$ cat config.mk
export PLATFORM = sky130hd
export DESIGN_NAME = mpu_trap_unit
export DESIGN_NICKNAME = d
export VERILOG_FILES = /design/src/rtl/mpu_trap_unit_pkg.sv /design/src/rtl/mpu_trap_unit_fault_fifo.sv /design/src/rtl/mpu_trap_unit.sv
export SDC_FILE = /design/constraint.sdc
export NUM_CORES = 1
export LEC_CHECK = 0
export CAP_MARGIN = 20
export CORE_AREA = 10 10 111 123
export CTS_BUF_LIST = sky130_fd_sc_hd__clkbuf_8
export CTS_CLUSTER_SIZE = 30
export DETAILED_ROUTE_END_ITERATION = 8
export DIE_AREA = 0 0 121 133
export DONT_BUFFER_PORTS = 1
export PLACE_DENSITY_LB_ADDON = 0.15
export SYNTH_ARGS = -nofsm -noshare
export SYNTH_HDL_FRONTEND = slang
export SYNTH_SLANG_ARGS = --single-unit
$ cat constraint.sdc
create_clock -name clk -period 5.1 [get_ports clk]
set_clock_uncertainty 0.2 [all_clocks]
set_input_delay 0.51 -clock clk [delete_from_list [all_inputs] [get_ports clk]]
set_output_delay 0.51 -clock clk [all_outputs]
set_load 0.1 [all_outputs]
$ cat src/rtl/mpu_trap_unit_pkg.sv
// Shared MPU types: privilege levels, access kinds, trap cause codes and the
// fault record carried from the MPU fault detector to the core trap logic.
package mpu_trap_unit_pkg;

  typedef enum logic [1:0] {
    PRIV_U = 2'd0,
    PRIV_S = 2'd1,
    PRIV_M = 2'd3
  } priv_e;

  typedef enum logic [1:0] {
    MPU_ACC_EXEC  = 2'd0,
    MPU_ACC_LOAD  = 2'd1,
    MPU_ACC_STORE = 2'd2
  } mpu_acc_e;

  localparam logic [3:0] CAUSE_NONE         = 4'd0;
  localparam logic [3:0] CAUSE_INSTR_ACCESS = 4'd1;
  localparam logic [3:0] CAUSE_LOAD_ACCESS  = 4'd5;
  localparam logic [3:0] CAUSE_STORE_ACCESS = 4'd7;

  typedef struct packed {
    logic [3:0]  cause;
    logic [31:0] tval;
    priv_e       priv;
  } fault_rec_t;

  localparam int unsigned FAULT_REC_W = $bits(fault_rec_t);

  // Fixed priority exec > load > store; lower faults in the same cycle vanish.
  function automatic logic [3:0] fault_cause(input logic f_exec, input logic f_load,
                                             input logic f_store);
    logic [3:0] c;
    if (f_exec) begin
      c = CAUSE_INSTR_ACCESS;
    end else if (f_load) begin
      c = CAUSE_LOAD_ACCESS;
    end else if (f_store) begin
      c = CAUSE_STORE_ACCESS;
    end else begin
      c = CAUSE_NONE;
    end
    return c;
  endfunction

endpackage

$ cat src/rtl/mpu_trap_unit_fault_fifo.sv
// Fault record queue: register-array FIFO with a zeroed head while empty, so the
// trap outputs read as all-zero (PRIV_U) whenever no record is pending.
module fault_fifo #(
  parameter int unsigned WIDTH = 8,
  parameter int unsigned DEPTH = 4
) (
  input  logic             clk,
  input  logic             rst,
  input  logic             push,
  input  logic [WIDTH-1:0] wdata,
  output logic             full,
  output logic             valid,
  input  logic             ready,
  output logic [WIDTH-1:0] rdata
);

  localparam int unsigned AW = (DEPTH > 1) ? $clog2(DEPTH) : 1;
  localparam logic [AW:0] CNT_FULL = (AW + 1)'(DEPTH);

  logic [WIDTH-1:0] mem_q [DEPTH];
  logic [AW-1:0]    wr_ptr_q, wr_ptr_d;
  logic [AW-1:0]    rd_ptr_q, rd_ptr_d;
  logic [AW:0]      cnt_q, cnt_d;
  logic             do_push_s, do_pop_s;

  // A push into a full queue is accepted only when the head leaves in the same cycle.
  always_comb begin
    valid     = (cnt_q != '0);
    full      = (cnt_q == CNT_FULL);
    do_pop_s  = valid && ready;
    do_push_s = push && (!full || do_pop_s);
    wr_ptr_d  = do_push_s ? wr_ptr_q + AW'(1) : wr_ptr_q;
    rd_ptr_d  = do_pop_s ? rd_ptr_q + AW'(1) : rd_ptr_q;
    case ({do_push_s, do_pop_s})
      2'b10:   cnt_d = cnt_q + (AW + 1)'(1);
      2'b01:   cnt_d = cnt_q - (AW + 1)'(1);
      default: cnt_d = cnt_q;
    endcase
    if (valid) begin
      rdata = mem_q[rd_ptr_q];
    end else begin
      rdata = '0;
    end
  end

  always_ff @(posedge clk) begin
    if (rst) begin
      wr_ptr_q <= '0;
      rd_ptr_q <= '0;
      cnt_q    <= '0;
    end else begin
      wr_ptr_q <= wr_ptr_d;
      rd_ptr_q <= rd_ptr_d;
      cnt_q    <= cnt_d;
    end
  end

  always_ff @(posedge clk) begin
    if (do_push_s) begin
      mem_q[wr_ptr_q] <= wdata;
    end
  end

endmodule

$ cat src/rtl/mpu_trap_unit.sv
// MPU trap unit: priority-encodes MPU faults into records, queues them for the
// core, and keeps a sticky overflow flag with a saturating dropped-record count.
module mpu_trap_unit
  import mpu_trap_unit_pkg::*;
#(
  parameter int unsigned DEPTH = 4,
  parameter int unsigned CNT_W = 8
) (
  input  logic             clk,
  input  logic             rst,
  input  logic [31:0]      addr,
  input  priv_e            cur_priv,
  input  logic             fault_exec,
  input  logic             fault_load,
  input  logic             fault_store,
  output logic             trap_valid,
  input  logic             trap_ready,
  output logic [3:0]       trap_cause,
  output logic [31:0]      trap_tval,
  output priv_e            trap_priv,
  output logic             overflow,
  output logic [CNT_W-1:0] drop_cnt,
  input  logic             clr_overflow
);

  fault_rec_t             rec_s, head_s;
  logic                   push_s, full_s, drop_s;
  logic [FAULT_REC_W-1:0] rdata_s;
  logic                   overflow_q, overflow_d;
  logic [CNT_W-1:0]       drop_cnt_q, drop_cnt_d;

  always_comb begin
    push_s      = fault_exec || fault_load || fault_store;
    rec_s.cause = fault_cause(fault_exec, fault_load, fault_store);
    rec_s.tval  = addr;
    rec_s.priv  = cur_priv;
    drop_s      = push_s && full_s && !(trap_valid && trap_ready);
  end

  fault_fifo #(
    .WIDTH (FAULT_REC_W),
    .DEPTH (DEPTH)
  ) u_fifo (
    .clk   (clk),
    .rst   (rst),
    .push  (push_s),
    .wdata (rec_s),
    .full  (full_s),
    .valid (trap_valid),
    .ready (trap_ready),
    .rdata (rdata_s)
  );

  assign head_s     = fault_rec_t'(rdata_s);
  assign trap_cause = head_s.cause;
  assign trap_tval  = head_s.tval;
  assign trap_priv  = head_s.priv;

  // A drop coinciding with a clear restarts the count at one.
  always_comb begin
    overflow_d = overflow_q;
    drop_cnt_d = drop_cnt_q;
    if (drop_s) begin
      overflow_d = 1'b1;
      if (clr_overflow) begin
        drop_cnt_d = CNT_W'(1);
      end else if (drop_cnt_q != {CNT_W{1'b1}}) begin
        drop_cnt_d = drop_cnt_q + CNT_W'(1);
      end else begin
        drop_cnt_d = drop_cnt_q;
      end
    end else if (clr_overflow) begin
      overflow_d = 1'b0;
      drop_cnt_d = '0;
    end else begin
      overflow_d = overflow_q;
      drop_cnt_d = drop_cnt_q;
    end
  end

  always_ff @(posedge clk) begin
    if (rst) begin
      overflow_q <= 1'b0;
      drop_cnt_q <= '0;
    end else begin
      overflow_q <= overflow_d;
      drop_cnt_q <= drop_cnt_d;
    end
  end

  assign overflow = overflow_q;
  assign drop_cnt = drop_cnt_q;

endmodule

; ---- Yosys cells after proc, flatten, opt, wreduce, memory -nomap -nowiden
; Memories as Yosys holds them, arrays and structs flattened. A register that Yosys moved wholly into a read port is not among the register bits.
; Cells that the tools add are included.
[totals]
reg_bits = 16
ram_bits = 148
word_cells = 44
n_memories = 1
[memory_table]
columns = name, words, word_bits, rd, rd_ports_with_merged_regs, write_ports, line
row1 = u_fifo.mem_q, 4, 37, 1, 1, 1, mpu_trap_unit_fault_fifo.sv:20  ; logic [WIDTH-1:0] mem_q [DEPTH];
[op_classes]
add_sub_neg = 5
eq_ne = 4
mux = 15
reduce_logical = 14
[ops]
columns = cell, count
row1 = 38-bit 2-to-1 mux, 1
row2 = 8-bit 2-to-1 mux, 4
row3 = 3-bit 2-to-1 mux, 3
row4 = "8-bit by 1-bit adder with 8-bit output, second input constant", 1
row5 = "8-bit inequality test, second input constant", 1
row6 = 3-bit case mux with 2 select lines, 1
row7 = 2-bit nonzero test, 3
row8 = "2-bit by 1-bit adder with 2-bit output, second input constant", 2
row9 = 1-bit logical AND, 4
row10 = 1-bit 2-to-1 mux, 4
row11 = 2-bit 2-to-1 mux, 2
row12 = "3-bit by 1-bit adder with 3-bit output, second input constant", 1
row13 = "3-bit equality test, second input constant", 1
row14 = 1-bit logical OR, 3
row15 = 3-bit nonzero test, 1
row16 = "3-bit by 1-bit subtractor with 3-bit output, second input constant", 1
row17 = "2-bit by 1-bit equality test with 1-bit output, second input constant", 1
row18 = "2-bit equality test, second input constant", 1
row19 = 1-bit zero test, 2
row20 = 2-bit AND reduction, 1

; ---- Depth between registers and ports, before layout
; Gate-level depths: netlist of run 1.
[depth]
ltp_word = 6
ltp_mapped = 9

; ---- Modules after synthesis
; From an unflattened synthesis of run 1, not the netlist that was laid out.
[unflattened]
hier_cells = 366
hier_area_um2 = 6815.3
[by_module_without_submodules]
columns = mod, instances, cells_per_inst, area_per_inst_um2, seq_area_each_um2
row1 = fault_fifo, 1, 307, 6309.8, 4744.6
row2 = mpu_trap_unit, 1, 59, 505.5, 180.2

; ---- Worst setup path after synthesis of run 1
; Ideal clock, no wire load.
[synth_timing]
path_kind = register to output
start = register u_fifo.cnt_q[0]
end = output trap_cause[0]
arrival_time_ps = 2354
slack_ps = 2036
stages_incl_launch_ff = 4
path_buffers = 1
path_cell_list = dfxtp_1 or3_2 clkbuf_1 and2_1
[synth_via]
elab_chain_len = 2
[synth_rtl]
columns = item, line
row1 = from (decl), mpu_trap_unit_fault_fifo.sv:23  ; logic [AW:0] cnt_q, cnt_d;
row2 = from (signal assigned), mpu_trap_unit_fault_fifo.sv:54  ; cnt_q <= cnt_d;
row3 = 3-bit nonzero test, mpu_trap_unit_fault_fifo.sv:28  ; valid = (cnt_q != '0);
row4 = named net trap_valid, mpu_trap_unit.sv:16  ; output logic trap_valid,
row5 = 38-bit 2-to-1 mux, mpu_trap_unit_fault_fifo.sv:39  ; if (valid) begin
row6 = to (decl), mpu_trap_unit.sv:18  ; output logic [3:0] trap_cause,
; The timed path passes the listed nets, and every way through them passes these cells.

==> results.md, run 1 <==
- Worst Path Max Fanout: 20
- Clock Latency Late Sink: 0.43 ns
- Ordered cell list for the critical path: buf_4 > mux4_2 > and2_1
- Final #Nets: 440
- Final Critical Period: 3.51 ns
- # setup viols final: 0
- CP Capture Type: output pin
- Routed vias: 3168
- Share of layout cells above drive strength 1: 20.7%
- Antenna-violating nets left: 0
- Avg Synthesized Cell Area: 18.8 sq um
- Total grt overflow: 0
- FF-to-FF End: drop_cnt[0]$_SDFFE_PP0P_
- Critical Path Source Type: register
- Io pins: 89
- Unrepaired setup endpoints after global routing: false
- CTS H-tree depth: 4
- Area share of the largest cell type after synthesis: 67.8%
- Die X: 121 um
- CTS tree: done
- Core region area: 0.0112 sq mm
- Vias in the first global route: 3423
- GRT Util Overall: 15.0%
- Clk sinks: 166
- Worst-margin pin slew: 1.13 ns
- M3 GR Usage: 6.17%
- Critical Path Stages: 3
- Main synth FF type: edfxtp_1
- Place WS: 1.94 ns
- CP max stage delay: 0.78 ns
- Setup TNS: 0 ns
- Largest net degree at the start of global routing: 41
- FFs w/ async S/R, synth: 0%
- Clock-pin transition on the worst setup and hold timing paths: 0.08 ns
- Buffers on Ports: 0
- Critical-path top delay cell: and2_1
- First-pass GRT wire length: 18300 um
- Die area: 0.0161 sq mm
- Post-DR wirelength/cell: 20.9 um
- Initial Util: 58.4%
- Max Cap Violations: 0
- Flop-to-flop setup slack: 2.38 ns
- Cell taking the most area after synthesis: edfxtp_1
- WP buf/inv: 1
- Top Usage Layer GRT: met2
- Fmax achieved: 285 MHz
- Period utilization: 68.8%
- Status: finished, final reports clean
- Slew Viols, Final: 0
- Number of core rows: 41
- Top cells by area, synth: edfxtp_1, mux4_2, dfxtp_1, and2_1, ha_1
- Hold/Removal Path Class: primary input to register
- Worst r2r path cells: 5
- Seq/Total Area, Yosys: 73.3%
- Delay-heaviest family, CP: simple AND/OR/NAND/NOR gates
- Chip Height: 133 um
- Drt initial violations: 229
- Pre-antenna DRT Iters: 4
- Syn. warnings: 0
- Yosys cell types: 43
- Via density: 5.70
- Utilization after layout: 67.4%
- Final setup margin: 1.59 ns
- Clk root buf: clkbuf_8
- DPL Wire Length: 7000 um
- WP data arrival: 2.80 ns
- Layout area overhead: 15.4%
- DP Area: 0.00668 sq mm
- CTS buffer count: 17
- Initial antenna violation count: 1
- Synthesized net count: 396
- Min-delay src: clr_overflow
- Critical path endpoint: trap_tval[5]
- Final Hold Fails: 0
- Syn Std Cell Area: 0.00656 sq mm
- Clock tree buffer depth: 2
- Worst path required time: 4.39 ns
- Post-route cell area: 0.00757 sq mm
- DRC: 0
- Slew HR: 24.5%
- GR Layer Usage met1: 16.7%
- Final wirelength: 11600 um
- Worst R2R Start: drop_cnt[1]$_SDFFE_PP0P_
- Cells after Synth: 348
- WS Path Type: register to output pin
- Routability cong.: 0.730
- EDFF count, synth: 148
- M2 GR Usage: 25.5%
- Seq cells post-synth: 166
## registers in the layout, indices dropped and copies added (netlist names), named ones only
register and count:
u_fifo.mem_q 148, drop_cnt 8, u_fifo.cnt_q 3, u_fifo.rd_ptr_q 2
u_fifo.wr_ptr_q 2, overflow 1
## cell type report
type / instances / area (sq um)
timing repair buffer: 41 / 440
inverter: 9 / 33.8
multi-input combinational: 157 / 1640
antenna: 1 / 2.50
tap: 150 / 188
clock inverter: 14 / 208
fill: 757 / 3670
clock buffer: 18 / 248
sequential: 166 / 4810
## cells in the mapped netlist, types with 2 or more instances
master    count
nor3_1        2
nor4_1        2
buf_1         2
xnor2_1       3
mux4_2       37
a21oi_1       7
and2_1       38
inv_1         9
dfxtp_1      18
nand2_1       4
nand3_1       6
and3_2        5
edfxtp_1    148
nor2_1       18
clkbuf_1      8
mux2i_1       2
buf_2         4
ha_1          6
nand4_1       2
xor2_1        4
## how the worst min path moves through the flow
stage / end / slack [ns] / depth (start not counted)
after floorplan: u_fifo.cnt_q[2]$_SDFFE_PP0P_ / 0.27 / 2
after global placement: u_fifo.cnt_q[2]$_SDFFE_PP0P_ / 0.29 / 2
after CTS: drop_cnt[0]$_SDFFE_PP0P_ / 0.02 / 2
after global routing: drop_cnt[0]$_SDFFE_PP0P_ / 0.03 / 2
after detailed placement: register / 0.31 / 2
final: overflow$_SDFFE_PP0P_ / 0.05 / 2
## placed cells by master (no fill, tap or decap), types with 4 or more instances in the layout
cell | netlist | routed
xor2_1 | 4 | 4
dfxtp_1 | 18 | 16
edfxtp_1 | 148 | 148
a21oi_1 | 7 | 7
mux4_2 | 37 | 37
and3_2 | 5 | 5
dlygate4sd3_1 | 0 | 35
nor2_1 | 18 | 18
nand3_1 | 6 | 6
bufinv_16 | 0 | 5
inv_1 | 9 | 11
nand2_1 | 4 | 4
and2_1 | 38 | 38
ha_1 | 6 | 6
clkbuf_8 | 0 | 18
## metal layers
| layer | part of all wire [%] | wire, um |
|---|---|---|
| met4 | 1.2 | 136 |
| met3 | 6.8 | 789 |
| met5 | 0 | 0 |
| met2 | 54 | 6240 |
| met1 | 38 | 4450 |
## cell families after synthesis
group | after synthesis | share of synthesized area [%]
AO/OA/AOI/OAI | 15 | 1.81
XOR/XNOR | 7 | 0.935
AND/OR/NAND/NOR | 88 | 7.77
flip-flops | 166 | 73.3
multiplexers | 39 | 13.0
buffers and inverters | 25 | 1.68
other | 1 | 0.0572
adder cells (fa/ha/maj) | 7 | 1.45
## stage by stage
stage                     hold slack, ns  instances
after floorplan                    0.270        348
after global placement             0.290        483
after detailed placement           0.308        483
after CTS                         0.0249        550
after global routing              0.0271        556
final                             0.0548        556
## repair_timing
action	4_1_cts	5_1_grt
setup buffers	0	0
hold buffers	35	0
hold endpoints to repair	147	0
gates resized for setup	0	0
## worst register-to-register path, cell delays in order (launching register included)
cell and delay (ns):
dfxtp_1 1.05, ha_1 0.37, and4_1 0.31, a211oi_2 0.14, or3b_2 0.47, a21oi_1 0.12
Power of run 1 is left out: the tool's default activity adds up to more than one toggle a clock period on the data nets, which glitch-free logic cannot reach.
==> inputs of run 2 (changes only) <==
Clock period 5.1 ns to 3.6 ns, I/O delays scaled along.
==> results.md, run 2 (synthesis gave the netlist of run 1 again) <==
- Status: finished, final reports clean
- CP Capture Type: output pin
- Pre-antenna DRT Iters: 4
- Postcts setup bufs: 0
- Io pins: 89
- Critical Path Stages: 3
- CTS H-tree depth: 4
- Largest Register: u_fifo.mem_q
- Final wirelength: 12300 um
- Slew HR: 32.1%
- Utilization after layout: 68.3%
- Critical Path Source Type: register
- Clk sinks: 166
- Final #Nets: 474
- WS Path Type: register to output pin
- Worst Path Max Fanout: 25
- Vias in the first global route: 3600
- Max FFs per register: 148
- Max Cap Violations: 0
- Antenna-violating nets left: 0
- DPL Wire Length: 7530 um
- Routability cong.: 0.757
- Most frequent cells in the layout: edfxtp_1, dlygate4sd3_1, and2_1
- Post-DR wirelength/cell: 20.9 um
- WP data arrival: 2.42 ns
- Layout area overhead: 17.1%
- Worst r2r path cells: 8
- Core region area: 0.0112 sq mm
- Die area: 0.0161 sq mm
- WHS Path Cells: 3
- Worst path required time: 3.04 ns
- GRT Util Overall: 15.8%
- Delay-heaviest family, CP: simple AND/OR/NAND/NOR gates
- First-pass GRT wire length: 19400 um
- Clk root buf: clkbuf_8
- Final Critical Period: 2.98 ns
- Largest net degree at the start of global routing: 38
- Chip Height: 133 um
- Hold/Removal Path Class: primary input to register
- # setup viols final: 0
- CTS buffer count: 17
- Die X: 121 um
- Clock tree buffer depth: 2
- Drt initial violations: 254
- Share of layout cells above drive strength 1: 25.1%
- CP max stage delay: 0.79 ns
- Clock-pin transition on the worst setup and hold timing paths: 0.08 ns
- Critical-path top delay cell: and2_1
- Number of core rows: 41
- Via density: 5.60
- Setup TNS: 0 ns
- CTS tree: done
- Buffers on Ports: 0
- Routed vias: 3296
- Worst-margin pin slew: 1.02 ns
- WP buf/inv: 1
- DRC: 0
- Final Hold Fails: 0
- Total grt overflow: 0
- Hold_ws: 0.0851 ns
- Fmax achieved: 335 MHz
- Ordered cell list for the critical path: buf_12 > mux4_2 > and2_1
- Flop-to-flop setup slack: 0.93 ns
- Most common cell after layout, fill and taps aside: edfxtp_1
- Period utilization: 82.9%
- Unrepaired setup endpoints after global routing: false
- Slew Viols, Final: 0
- Initial Util: 58.4%
- Clock Latency Late Sink: 0.43 ns
- Initial antenna violation count: 1
==> run 2: changes by cell type in the layout (fill, tap and decap cells not counted), moves of 3 or more <==
cell	previous run	this run
clkinv_4	3	0
bufinv_16	5	1
clkinvlp_4	0	4
buf_4	1	35
dlygate4sd3_1	35	39
clkinv_1	0	5
==> run 2: per-layer routing <==
layer  vias up  share of wire (%)  GRT usage, %
met4         0                1.0          4.56
li1       1522                  -             -
met1      1685                 39          18.1
met5         -                  0             0
met2        77                 54          27.2
met3        12                5.5          5.32
==> run 2: final timing paths <==
check,start,endpoint
max,register,trap_tval[5]
min,trap_ready,u_fifo.rd_ptr_q[0]$_SDFFE_PP0P_
max reg2reg,u_fifo.cnt_q[0]$_SDFFE_PP0P_,u_fifo.cnt_q[2]$_SDFFE_PP0P_
min reg2reg,u_fifo.cnt_q[2]$_SDFFE_PP0P_,u_fifo.cnt_q[2]$_SDFFE_PP0P_
==> run 2: per-stage QoR <==
step / area (sq um) / worst slack (ns) / cells
final: 7680 / 0.616 / 589
after global routing: 7680 / 0.434 / 589
after CTS: 7670 / 0.537 / 588
after detailed placement: 6950 / 0.941 / 518
after global placement: 6950 / 0.998 / 518
after floorplan: 6560 / 0.686 / 348
==> run 2: cell type report <==
| type | instances | area, sq um |
|---|---|---|
| flip-flops and latches | 166 | 4810 |
| fillers | 732 | 3560 |
| multi-input cells | 157 | 1640 |
| repair buffers | 75 | 673 |
| clock buffers | 17 | 234 |
| well taps | 150 | 188 |
| clock inverters | 14 | 96.3 |
| inverters | 9 | 33.8 |
| diodes | 1 | 2.50 |
==> run 2: worst reg2reg max path, cell delays in order, from the launching register on <==
cell	delay, ns
dfxtp_1	0.36
or3_2	0.72
and2_1	0.30
ha_1	0.22
inv_1	0.07
fa_1	0.18
xor2_1	0.09
or3_1	0.31
a21oi_1	0.14
==> run 2: repair_timing <==
action	4_1_cts	5_1_grt
hold buffers	39	0
resized for setup	0	0
hold endpoints to repair	158	0
Power of run 2 is left out for the same reason.
